===== config.mk =====
export PLATFORM = sky130hd
export DESIGN_NAME = fwd_source_pipe
export DESIGN_NICKNAME = d
export VERILOG_FILES = /design/src/rtl/fwd_source_pipe_pkg.sv /design/src/rtl/fwd_source_pipe_stage_reg.sv /design/src/rtl/fwd_source_pipe.sv
export SDC_FILE = /design/constraint.sdc
export NUM_CORES = 1
export LEC_CHECK = 0
export CORE_MARGIN = 5
export CORE_UTILIZATION = 70
export CTS_BUF_LIST = sky130_fd_sc_hd__clkbuf_4
export DETAILED_ROUTE_END_ITERATION = 10
export DONT_BUFFER_PORTS = 1
export PLACE_DENSITY = 0.82
export SLEW_MARGIN = 20
export SYNTH_ARGS = -nofsm -noshare
export SYNTH_HDL_FRONTEND = slang
export SYNTH_HIERARCHICAL = 1
export SYNTH_SLANG_ARGS = --single-unit
export TNS_END_PERCENT = 30

===== constraint.sdc =====
create_clock -name clk -period 6.27 [get_ports clk]
set_clock_uncertainty 0.2 [all_clocks]
set_input_delay 1.5675 -clock clk [delete_from_list [all_inputs] [get_ports clk]]
set_output_delay 1.5675 -clock clk [all_outputs]
set_load 0.1 [all_outputs]

===== src/rtl/fwd_source_pipe_pkg.sv =====
// fwd_source_pipe_pkg
//   Shared definitions for the EX->MEM->WB result pipeline: the datapath and
//   register-address widths, the x0 address constant, and the per-stage
//   payload struct that the MEM and WB pipeline registers carry.
package fwd_source_pipe_pkg;

    localparam int DATA_W = 32;
    localparam int REG_AW = 5;

    // Register x0 is hard-wired to zero and never written or forwarded.
    localparam logic [REG_AW-1:0] X0 = '0;

    // Payload of one pipeline stage. In the WB stage 'data' holds the
    // selected write-back value (load data or ALU result).
    typedef struct packed {
        logic              valid;
        logic [REG_AW-1:0] rd;
        logic              reg_write;
        logic              mem_read;
        logic [DATA_W-1:0] data;
    } mem_stage_t;

endpackage : fwd_source_pipe_pkg


===== src/rtl/fwd_source_pipe_stage_reg.sv =====
// pipe_stage_reg
//   Generic pipeline register with a freeze input and synchronous reset.
//   Used once for the MEM stage and once for the WB stage.
// Ports:
//   clk_i   rising-edge clock
//   rst_i   synchronous active-high reset, clears the register; beats hold_i
//   hold_i  when high the register keeps its value
//   d_i     next-stage payload
//   q_o     registered payload
module pipe_stage_reg #(
    parameter int W = 1
) (
    input  logic         clk_i,
    input  logic         rst_i,
    input  logic         hold_i,
    input  logic [W-1:0] d_i,
    output logic [W-1:0] q_o
);

    // NOTE: state is written with non-blocking assignments so every flop
    // samples pre-edge values, independent of block evaluation order.
    always_ff @(posedge clk_i) begin
        if (rst_i) begin
            q_o <= '0;
        end else if (!hold_i) begin
            q_o <= d_i;
        end
    end

endmodule : pipe_stage_reg


===== src/rtl/fwd_source_pipe.sv =====
// fwd_source_pipe
//   Carries EX results through the MEM and WB pipeline registers, producing
//   the destination / write-enable / data values used by the forwarding unit
//   and the register-file write port. Also flags load-use hazards against
//   the ID stage and counts the bubbles that the upstream logic inserts.
//   DATA_W and REG_AW must match the package values (the stage payload
//   struct is sized from the package).
// Ports:
//   clk, rst               clock, synchronous active-high reset (beats hold)
//   hold                   global freeze; no stage advances, no counting
//   ex_valid, rd_ex,
//   reg_write_ex,
//   mem_read_ex,
//   alu_result_ex          EX-stage instruction fields
//   rs1_id, rs2_id         ID-stage source registers for hazard compare
//   mem_rdata              data-memory read data for the load in MEM
//   rd_mem, reg_write_mem,
//   fwd_ok_mem,
//   alu_result_mem         MEM-stage outputs (alu_result_mem = mem address)
//   rd_wb, reg_write_wb,
//   wb_data                register-file write port
//   stall_id               load-use stall request (combinational)
//   bubble_cnt             saturating count of load-use bubbles
module fwd_source_pipe #(
    parameter int DATA_W = fwd_source_pipe_pkg::DATA_W,
    parameter int REG_AW = fwd_source_pipe_pkg::REG_AW,
    parameter int CNT_W  = 32
) (
    input  logic              clk,
    input  logic              rst,
    input  logic              hold,
    input  logic              ex_valid,
    input  logic [REG_AW-1:0] rd_ex,
    input  logic              reg_write_ex,
    input  logic              mem_read_ex,
    input  logic [DATA_W-1:0] alu_result_ex,
    input  logic [REG_AW-1:0] rs1_id,
    input  logic [REG_AW-1:0] rs2_id,
    input  logic [DATA_W-1:0] mem_rdata,
    output logic [REG_AW-1:0] rd_mem,
    output logic              reg_write_mem,
    output logic              fwd_ok_mem,
    output logic [DATA_W-1:0] alu_result_mem,
    output logic [REG_AW-1:0] rd_wb,
    output logic              reg_write_wb,
    output logic [DATA_W-1:0] wb_data,
    output logic              stall_id,
    output logic [CNT_W-1:0]  bubble_cnt
);

    import fwd_source_pipe_pkg::*;

    mem_stage_t       mem_d, mem_q;
    mem_stage_t       wb_d,  wb_q;
    logic [CNT_W-1:0] bubble_cnt_q, bubble_cnt_d;

    // NOTE: every always_comb output gets a full default first so no path
    // leaves a signal unassigned (which would infer a latch).
    always_comb begin
        mem_d           = '0;
        mem_d.valid     = ex_valid;
        mem_d.rd        = rd_ex;
        mem_d.reg_write = reg_write_ex;
        mem_d.mem_read  = mem_read_ex;
        mem_d.data      = alu_result_ex;

        // mem_rdata is valid during the load's MEM cycle, i.e. exactly at
        // the edge where the load moves from MEM into WB.
        wb_d      = mem_q;
        wb_d.data = mem_q.mem_read ? mem_rdata : mem_q.data;
    end

    pipe_stage_reg #(.W($bits(mem_stage_t))) u_mem_reg (
        .clk_i  (clk),
        .rst_i  (rst),
        .hold_i (hold),
        .d_i    (mem_d),
        .q_o    (mem_q)
    );

    pipe_stage_reg #(.W($bits(mem_stage_t))) u_wb_reg (
        .clk_i  (clk),
        .rst_i  (rst),
        .hold_i (hold),
        .d_i    (wb_d),
        .q_o    (wb_q)
    );

    // Write enables are qualified by valid and by rd != x0, so a bubble or a
    // write to x0 can never reach the register file or the forwarding mux.
    assign rd_mem         = mem_q.rd;
    assign reg_write_mem  = mem_q.valid & mem_q.reg_write & (mem_q.rd != X0);
    // A load's value is not known until the end of MEM, so it cannot be
    // forwarded from this stage.
    assign fwd_ok_mem     = reg_write_mem & ~mem_q.mem_read;
    assign alu_result_mem = mem_q.data;

    assign rd_wb          = wb_q.rd;
    assign reg_write_wb   = wb_q.valid & wb_q.reg_write & (wb_q.rd != X0);
    assign wb_data        = wb_q.data;

    // Load in EX whose destination is read by the instruction in ID.
    assign stall_id = ex_valid & mem_read_ex & reg_write_ex & (rd_ex != X0) &
                      ((rd_ex == rs1_id) | (rd_ex == rs2_id));

    // Count a bubble only on edges where the pipe actually advances; the
    // counter sticks at all-ones instead of wrapping.
    always_comb begin
        bubble_cnt_d = bubble_cnt_q;
        if (stall_id && !hold && (bubble_cnt_q != {CNT_W{1'b1}})) begin
            bubble_cnt_d = bubble_cnt_q + 1'b1;
        end
    end

    always_ff @(posedge clk) begin
        if (rst) begin
            bubble_cnt_q <= '0;
        end else begin
            bubble_cnt_q <= bubble_cnt_d;
        end
    end

    assign bubble_cnt = bubble_cnt_q;

endmodule : fwd_source_pipe


After elaboration in Yosys (flattened, before gate mapping)

Cells that the tools add are included.

Bits in registers: 112
Input bits: 85
Output and inout bits: 110
Logic and storage cells: 25

Add/subtract/negate cells: 1
Equal/unequal tests: 3
Multiplexer cells: 1
Bitwise logic cells: 11
Reductions and logical operators: 6

Operator list:

| cell                  | count |
|---|---|
| $add 32x1->32 const B | 1 |
| $mux 32               | 1 |
| $ne 32x32->1 const B  | 1 |
| $reduce_bool 5->1     | 3 |
| $eq 5x5->1            | 2 |
| $and 1x1->1           | 9 |
| $logic_and 1x1->1     | 2 |
| $logic_not 1->1       | 1 |
| $not 1->1             | 1 |
| $or 1x1->1            | 1 |

Depth between registers and ports, before layout

Gate-level depths: netlist of run 1.

Word-level depth: 6
Mapped depth: 9
Gate-level depth less buffers: 7

By module

Netlist of run 1, hierarchy kept.

By module, submodules not included:

| module          | instances | cells each | area an instance (um2) | sequential area each (um2) |
|---|---|---|---|---|
| pipe_stage_reg  | 2         | 129        | 1,457.6                | 800.8 |
| fwd_source_pipe | 1         | 262        | 2,204.6                | 640.6 |

Worst setup path before layout of run 1

No wires, ideal clock.

Kind: input-to-output
Start point: in rd_ex[4]
End point: out stall_id
Arrival time: 3,466 ps
Required time: 4,503 ps
Setup slack: 1,037 ps
Cell stages on the path: 4
Buffers on the path: 0
Path through: xnor2_1 nand3_1 o22ai_1 nor2b_1

Longest elaborated chain between the ends: 3
Elaborated cells on any way between the ends: 6
Those cells by class: 2 x eq/ne; 3 x bitwise; 1 x reduce/logical

Ends and longest elaborated chain:

| item                                                   | line                                           | RTL |
|---|---|---|
| start: declaration                                     | fwd_source_pipe.sv:33                          | `input logic [REG_AW-1:0] rd_ex,` |
| $eq 5x5->1 / $reduce_bool 5->1 (equally long branches) | fwd_source_pipe.sv:104, fwd_source_pipe.sv:103 |  |
| $or 1x1->1 / $and 1x1->1 (equally long branches)       | fwd_source_pipe.sv:104, fwd_source_pipe.sv:103 |  |
| $and 1x1->1 (*)                                        | fwd_source_pipe.sv:103                         | `assign stall_id = ex_valid & mem_read_ex & reg_write_ex & (rd_ex != X0) &` |
| end: declaration                                       | fwd_source_pipe.sv:47                          | `output logic stall_id,` |

Every way passes the cells marked *; elsewhere a longest branch is shown, timed or not.

Worst setup path in the final report of run 1

Start point: reg u_mem_reg.q_o[34]
End point: out fwd_ok_mem

Longest elaborated chain between the ends: 3

Ends and longest elaborated chain:

| item                     | line                            | RTL |
|---|---|---|
| start: declaration       | fwd_source_pipe_stage_reg.sv:17 | `output logic [W-1:0] q_o` |
| start signal: assignment | fwd_source_pipe_stage_reg.sv:26 | `q_o <= d_i;` |
| $reduce_bool 5->1        | fwd_source_pipe.sv:92           | `assign reg_write_mem = mem_q.valid & mem_q.reg_write & (mem_q.rd != X0);` |
| $and 1x1->1              | fwd_source_pipe.sv:92           |  |
| net reg_write_mem        | fwd_source_pipe.sv:41           | `output logic reg_write_mem,` |
| $and 1x1->1              | fwd_source_pipe.sv:95           | `assign fwd_ok_mem = reg_write_mem & ~mem_q.mem_read;` |
| end: declaration         | fwd_source_pipe.sv:42           | `output logic fwd_ok_mem,` |

The timed path passes the listed nets, and every way through them passes these cells.

==> run metrics, run 1 <==
outcome completed; H-tree depth 3; routed len/inst roughly 19 um; Worst Path Required between 4 and 5 ns; TritonRoute pass-1 iters 4; Worst path slowest cell nor2b_2; critical path endpoint category primary output; most common cell after layout, fill and taps aside dfxtp_1; Max Fclk about 210 MHz; Setup WS post-layout between 1 and 1.5 ns; Initial Util 70.9%; min Tclk post-route 4.85 ns; total CTS buffers 9; Critical Path Fanout Max 4; Rel. slew slack between 20% and 30%; max incr delay on CP 1.01 ns; Pins Over Slew Limit 0; final hold violations 0; nets@finish a little under 600; Mapped Nets ~600; CTS Buffer Depth 2; Lkg Pwr 2.07 nW; die area 9070 um^2; CTS tree built; Gates resized, CTS repair 0; switch share 32.7%; Slew @ Worst Pin roughly 1.1 ns; Mapped Area slightly above 5000 um^2; Reg power frac 64.8%; layout cells sized above 1 about 14%; Setup Crit Path Kind flip-flop to primary output; largest delay contributor family on the critical path simple AND/OR/NAND/NOR gates; Reg area around 2200 um^2; Detail Placement HPWL a little over 8000 um; Max VDD drop about 0.0002 V; synthesized area per cell 9.84 um^2; Pint about 0.96 mW; Final setup viols 0; first-pass GRT wire length 17400 um; GRT overflow 0; fin util around 72%; Global Route Usage Sum ~24%; critical path, cell by cell buf_4, or3_1, o311a_1, nor2b_2; MaxCap Viol Count 0; Area Overhead vs Synth 1.85%; initial detailed-routing violation count 140; routed vias/inst ~6.1; Clock transition at path regs around 0.15 ns; Sink Count around 110; unrepaired setup endpoints after global routing no; Startpoint Class flip-flop; core area roughly 7200 um^2; I/O pin count a little under 200; Die Y around 95 um; pin count of the biggest net entering global routing about 120; P per Cell Area approximately 270 nW/um^2; drc violations 0; post-CTS setup buffer count 0; Root Driver clkbuf_4; num rows 31; Tcrit/Tclk final approximately 77%; port bufs 0; CP Buf/Inv Count 1; Worst EP arrival about 3.1 ns; Place WS around 1.7 ns; setup_tns 0 ns; Warnings, synthesis 6; Synth Instances just over 500; vias in the first global route 3659; antenna violation net count after detailed routing 0; Die X 95.2 um; Sw Pwr between 0.4 and 0.5 mW; CTS Hold Bufs 0; HP Class flip-flop to flip-flop; area taken by multi-input logic gates 2580 um^2; Worst-Skew Late Latency between 0.4 and 0.5 ns; Vias 3742; Fill cells between 500 and 600; initial antenna violation count 0; final wirelength roughly 11000 um; gpl congestion between 0.8 and 0.9; Clock Power Share approximately 28%; most frequent cells in the layout dfxtp_1 (110), nor2_1 (98), mux2i_1 (80); Logic pwr share 7.4%; Inserted Diodes 0
-- worst reg2reg max path: stages (launching register included) --
cell and delay [ns]:
dfxtp_1 1.06, ha_1 0.37, nand4_1 0.18, nor4_2 0.45, nand3_1 0.18, nand3_2 0.50, nor4_1 0.14, mux2_2 0.29
-- per-layer routing --
layer  track usage (%)  vias up  share of wire, %
met5                 0        -                 0
met3              8.76        8                10
met4              7.93        0              0.70
met2              42.8      143                51
li1                  -     1790                 -
met1              26.9     1801                38
-- final cells by class --
| type | count | area share, % |
|---|---|---|
| clock buffer | 10 | 1.45 |
| multi-input combinational | 369 | 49.8 |
| sequential | 111 | 42.9 |
| inverter | 7 | 0.507 |
| timing repair buffer | 8 | 1.16 |
| tap | 99 | 2.39 |
| clock inverter | 6 | 1.81 |
-- power by group through the flow --
| stage | sequential [mW] | combinational (mW) | clock [mW] |
|---|---|---|---|
| after global routing | 0.926 | 0.114 | 0.435 |
| after CTS | 0.922 | 0.105 | 0.405 |
| after floorplan | 0.944 | 0.107 | 0 |
| after global placement | 0.936 | 0.101 | 0 |
| after detailed placement | 0.938 | 0.105 | 0 |
| final | 0.922 | 0.105 | 0.396 |
-- through the flow --
stage / power (mW) / hold WS [ns] / std cells / area, um^2
5_1_grt: 1.48 / 0.368 / 610 / 5180
3_3_place_gp: 1.04 / 0.297 / 594 / 5010
3_5_place_dp: 1.04 / 0.296 / 594 / 5010
2_1_floorplan: 1.05 / 0.261 / 517 / 5090
4_1_cts: 1.43 / 0.338 / 610 / 5180
6_report: 1.42 / 0.337 / 610 / 5180
-- sequential cells by signal (all words and copies together) (netlist names) --
| register | cells |
|---|---|
| bubble_cnt | 32 |
| u_wb_reg/q_o | 39 |
| u_mem_reg/q_o | 40 |
-- path summary, 6_finish.rpt --
kind	slack, ns	start	end	cells past startpoint
setup / recovery	1.42	u_mem_reg/q_o[34]	fwd_ok_mem	4
hold / removal	0.34	u_wb_reg/q_o[33]	u_wb_reg/q_o[33]	2
setup reg to reg	2.81	bubble_cnt[0]	bubble_cnt[9]	7
hold reg to reg	0.34	u_wb_reg/q_o[33]	u_wb_reg/q_o[33]	2
Note: power is estimated with default switching activity, not from simulation.
==> inputs of run 2 (changes only) <==
CORE_UTILIZATION = 59   (was 70)
PLACE_DENSITY = 0.74   (was 0.82)
clock period = 4.36 ns   (was 6.27 ns; I/O delays follow)
==> run metrics, run 2 (synthesized netlist as in run 1, its figures left out) <==
Die Y 103 um (+8.0%); largest delay contributor family on the critical path simple AND/OR/NAND/NOR gates; Worst path slowest cell or4_1; routed len/inst 17.7 um (-5.4%); max reg flops 40 (unchanged); unrepaired setup endpoints after global routing no; Logic pwr share 8.0% (+0.6 points); layout cells sized above 1 19.0% (+4.7 points); antenna violation net count after detailed routing 0 (unchanged); Critical Path Fanout Max 4 (unchanged); Max VDD drop 0.000165 V (-17%); Most flops, register u_mem_reg/q_o; setup_tns 0 ns (unchanged); Clock Power Share 23.7% (-4.1 points); placed cell area 5260 um^2 (+4.9%); Initial Util 61.3% (-9.6 points); Final Instance Area 5380 um^2 (+3.8%); switch share 34.7% (+2.0 points); die area 10600 um^2 (+17%); Reg area 2220 um^2 (about the same); Sink Count 111 (unchanged); Lkg Pwr 2.22 nW (+7.2%); I/O pin count 195 (unchanged); MaxCap Viol Count 0 (unchanged); critical path, cell by cell or4_1, o2111ai_1, nor2b_2, buf_4; H-tree depth 3 (unchanged); most frequent cells in the layout dfxtp_1 (111), nor2_1 (98), mux2i_1 (80); total CTS buffers 9 (unchanged); Fill cells 714 (+35%); Setup Crit Path Kind primary input to primary output; core area 8300 um^2 (+16%); Worst Path Required 3.07 ns (-1.43 ns); outcome completed; final hold violations 0 (unchanged); Final setup viols 0 (unchanged); Slew @ Worst Pin 1.09 ns (-0.0480 ns); Gates resized, CTS repair 0 (unchanged); post-CTS setup buffer count 0 (unchanged); num rows 33 (+6.5%); Tcrit/Tclk final 80.5%; routed vias/inst 5.82 (-5.1%); Pins Over Slew Limit 0 (unchanged); CP Buf/Inv Count 1 (unchanged); HP Class flip-flop to flip-flop; Reg power frac 68.3% (+3.5 points); Inserted Diodes 0 (unchanged); vias in the first global route 3711 (+1.4%); Area Overhead vs Synth 5.71%; Worst-Skew Late Latency 0.44 ns (about the same); gpl congestion 0.807 (+0.72%); critical path endpoint category primary output; initial antenna violation count 0 (unchanged); area taken by multi-input logic gates 2580 um^2 (unchanged); Sw Pwr 0.670 mW (+44%); nets@finish 624 (+5.4%); Global Route Usage Sum 20.7% (-3.6 points); first-pass GRT wire length 17500 um (+0.63%); Pint 1.26 mW (+32%); Die X 103 um (+8.0%); min Tclk post-route 3.51 ns; CTS tree built; Clock transition at path regs 0.15 ns (about the same); CTS Hold Bufs 0 (unchanged); Worst EP arrival 2.22 ns (-0.87 ns); Max Fclk approximately 280 MHz; CTS Buffer Depth 2 (unchanged); GRT overflow 0 (unchanged); drc violations 0 (unchanged); Detail Placement HPWL 8320 um (+2.0%); pin count of the biggest net entering global routing 119 (unchanged); initial detailed-routing violation count 125 (-11%); max incr delay on CP 0.51 ns (-0.50 ns); most common cell after layout, fill and taps aside dfxtp_1; final wirelength 11400 um (+0.31%); port bufs 0 (unchanged); TritonRoute pass-1 iters 4 (unchanged); Startpoint Class primary input; Vias 3767 (+0.67%); Root Driver clkbuf_4; Rel. slew slack 27.3% (+3.2 points); P per Cell Area 359 nW/um^2 (+31%)
-- run 2: final cells by class --
| cell class | instances | share of cell area [%] |
|---|---|---|
| Timing Repair Buffer | 40 | 5.59 |
| Multi-Input combinational cell | 369 | 47.9 |
| Clock inverter | 5 | 0.815 |
| Inverter | 7 | 0.489 |
| Clock buffer | 10 | 1.40 |
| Sequential cell | 111 | 41.3 |
| Tap cell | 105 | 2.44 |
-- run 2: worst paths after layout --
| kind | start | endpoint | slack [ns] | depth (start not counted) |
|---|---|---|---|---|
| setup / recovery | rd_ex[1] | stall_id | 0.85 | 4 |
| hold / removal | u_wb_reg/q_o[33] | u_wb_reg/q_o[33] | 0.34 | 2 |
| setup reg to reg | bubble_cnt[14] | bubble_cnt[9] | 1.22 | 6 |
| hold reg to reg | u_wb_reg/q_o[33] | u_wb_reg/q_o[33] | 0.34 | 2 |
-- run 2: worst min-delay path: cells and delay by family (launching register included) --
family           cells  cell delay (ns)
DFF                  1             0.36
muxes                1             0.07
and+or+nand+nor      1             0.08
-- run 2: per-stage QoR --
| stage | instances | setup WS (ns) | utilization, % | hold WS (ns) | power [mW] |
|---|---|---|---|---|---|
| 6_report | 647 | 0.848 | 64.8 | 0.337 | 1.93 |
| 3_5_place_dp | 632 | 0.842 | 63.3 | 0.297 | 1.50 |
| 2_1_floorplan | 517 | 0.0819 | - | 0.261 | 1.51 |
| 3_3_place_gp | 632 | 0.866 | 63.3 | 0.286 | 1.49 |
| 5_1_grt | 647 | 0.786 | 64.8 | 0.365 | 2.01 |
| 4_1_cts | 647 | 0.839 | 64.8 | 0.337 | 1.95 |
-- run 2: power groups by stage --
stage | registers [mW] | clock network [mW] | logic [mW]
3_5_place_dp | 1.34 | 0 | 0.156
2_1_floorplan | 1.36 | 0 | 0.154
4_1_cts | 1.32 | 0.474 | 0.156
6_report | 1.32 | 0.457 | 0.154
3_3_place_gp | 1.34 | 0 | 0.150
5_1_grt | 1.33 | 0.519 | 0.169
-- run 2: layer usage --
metal	global-route usage, %	wire length (um)	vias to the layer above
met5	0	0	-
met4	7.07	176	0
met3	6.63	1210	15
met2	35.9	5710	146
met1	24.0	4330	1752
li1	-	-	1854
==> inputs of run 3 (changes only) <==
CORE_UTILIZATION = 66   (was 59)
PLACE_DENSITY = 0.78   (was 0.74)
clock period = 3.3 ns   (was 4.36 ns; I/O delays follow)
==> run metrics, run 3 (synthesized netlist as in run 1, its figures left out) <==
num rows 32 (-3.0%); outcome completed; Reg power frac 68.3% (about the same); Clock Power Share 23.1% (-0.6 points); drc violations 0 (unchanged); die area 9560 um^2 (-9.6%); Worst path slowest cell o22ai_1; initial antenna violation count 0 (unchanged); r2r startpoint bubble_cnt[0]; Place WS 0.120 ns (-0.721 ns); Setup Crit Path Kind primary input to primary output; CTS Hold Bufs 0 (unchanged); Global Route Usage Sum 23.1% (+2.4 points); Vias 3793 (+0.69%); H-tree depth 3 (unchanged); initial detailed-routing violation count 111 (-11%); Inserted Diodes 0 (unchanged); Initial Util 66.9% (+5.6 points); Setup WS post-layout 0.270 ns (-0.578 ns); total CTS buffers 9 (unchanged); max reg flops 40 (unchanged); Clock transition at path regs 0.17 ns (+0.02 ns); worst reg2reg endpoint bubble_cnt[23]; I/O pin count 195 (unchanged); max incr delay on CP 0.41 ns (-0.10 ns); gpl congestion 0.838 (+3.8%); Worst Path Required 2.27 ns (-0.80 ns); layout cells sized above 1 20.5% (+1.5 points); final hold violations 0 (unchanged); min Tclk post-route ~3.0 ns; nets@finish 634 (+1.6%); Hold Path End u_mem_reg/q_o[16]; final wirelength 11400 um (about the same); Max VDD drop 0.000347 V (+110%); r2r setup slk 0.51 ns (-0.71 ns); GRT overflow 0 (unchanged); min-delay src rst; HP Class primary input to flip-flop; DR top layer met4; most common cell after layout, fill and taps aside dfxtp_1; P per Cell Area 464 nW/um^2 (+29%); Rel. slew slack 32.2% (+4.9 points); Power, Total 2.54 mW (+32%); vias in the first global route 3793 (+2.2%); wl on met1 4610 um (+6.4%); routed vias/inst 5.80 (-0.39%); Sink Count 111 (unchanged); Critical Path Fanout Max 5 (+1); routed len/inst 17.5 um (-0.98%); met3 routed WL 1000 um (-17%); Slew @ Worst Pin 1.01 ns (-0.0739 ns); TritonRoute pass-1 iters 4 (unchanged); critical path, cell by cell xnor2_1, nand3_1, o22ai_1, nor2b_2, buf_12; Pint 1.66 mW (+31%); unrepaired setup endpoints after global routing no; Detail Placement HPWL 8400 um (+0.89%); Root Driver clkbuf_4; Logic pwr share 8.6% (+0.6 points); Max Fclk 330 MHz; Worst EP arrival 2.00 ns (-0.22 ns); CTS tree built; Final setup viols 0 (unchanged); CTS Buffer Depth 2 (unchanged); Area Overhead vs Synth 7.63%; most frequent cells in the layout dfxtp_1 (111), nor2_1 (98), mux2i_1 (80); post-CTS setup buffer count 0 (unchanged); Pins Over Slew Limit 0 (unchanged); hold path depth 1 (-1); Worst-Skew Late Latency 0.43 ns (about the same); Die X 97.8 um (-4.9%); Die Y 97.8 um (-4.9%); metal2 WL 5670 um (-0.65%); setup_tns 0 ns (unchanged); Startpoint Class primary input; Reg2Reg Depth 7 (+1); antenna violation net count after detailed routing 0 (unchanged); core area 7610 um^2 (-8.3%); port bufs 0 (unchanged); Most flops, register u_mem_reg/q_o; switch share 34.8% (+0.11 points); critical path endpoint category primary output; first-pass GRT wire length 18600 um (+6.6%); Tcrit/Tclk final 91.8%; Gates resized, CTS repair 0 (unchanged); pin count of the biggest net entering global routing 119 (unchanged); MaxCap Viol Count 0 (unchanged); Sw Pwr 0.884 mW (+32%); Lkg Pwr 2.27 nW (+2.1%)
## run 3: how the worst max path moves through the flow
stage,startpoint,to,slack (ns),cells past startpoint
after floorplan,u_mem_reg/q_o[35],fwd_ok_mem,-0.40,3
after global placement,rd_ex[0],bubble_cnt[14],0.23,7
after detailed placement,rd_ex[4],bubble_cnt[14],0.12,7
after CTS,rd_ex[4],stall_id,0.25,5
after global routing,rd_ex[0],stall_id,0.17,5
final,rd_ex[4],stall_id,0.27,5
## run 3: layout make-up
type,count,area [um^2]
multi-input combinational,369,2580
clock inverter,6,47.5
timing repair buffer,50,400
clock buffer,9,67.6
inverter,7,26.3
sequential,111,2220
tap,102,128
fill,602,2130
## run 3: per-layer routing
layer / vias up / GRT usage, %
met5: - / 0
met4: 0 / 7.56
met3: 12 / 8.86
met2: 133 / 39.2
met1: 1780 / 26.9
li1: 1868 / -
## run 3: through the flow
stage | hold WS [ns] | std cells | cell area [um^2] | util (%)
2_1_floorplan | 0.261 | 517 | 5100 | -
3_3_place_gp | 0.290 | 639 | 5360 | 70.4
3_5_place_dp | 0.328 | 639 | 5360 | 70.4
4_1_cts | 0.204 | 654 | 5470 | 72.0
5_1_grt | 0.196 | 654 | 5470 | 72.0
6_report | 0.240 | 654 | 5470 | 72.0
## run 3: worst max-delay path, delay by kind of cell
| family | cells | cell delay, ns |
|---|---|---|
| simple gates | 2 | 0.41 |
| buf+inv | 1 | 0.19 |
| xor+xnor | 1 | 0.16 |
| compound gates | 1 | 0.41 |
## run 3: power by group through the flow
stage	Sequential, mW	Combinational (mW)	Clock [mW]
after floorplan	1.79	0.204	0
final	1.73	0.220	0.586
after detailed placement	1.77	0.221	0
after global placement	1.76	0.212	0
after CTS	1.74	0.222	0.606
after global routing	1.74	0.239	0.665
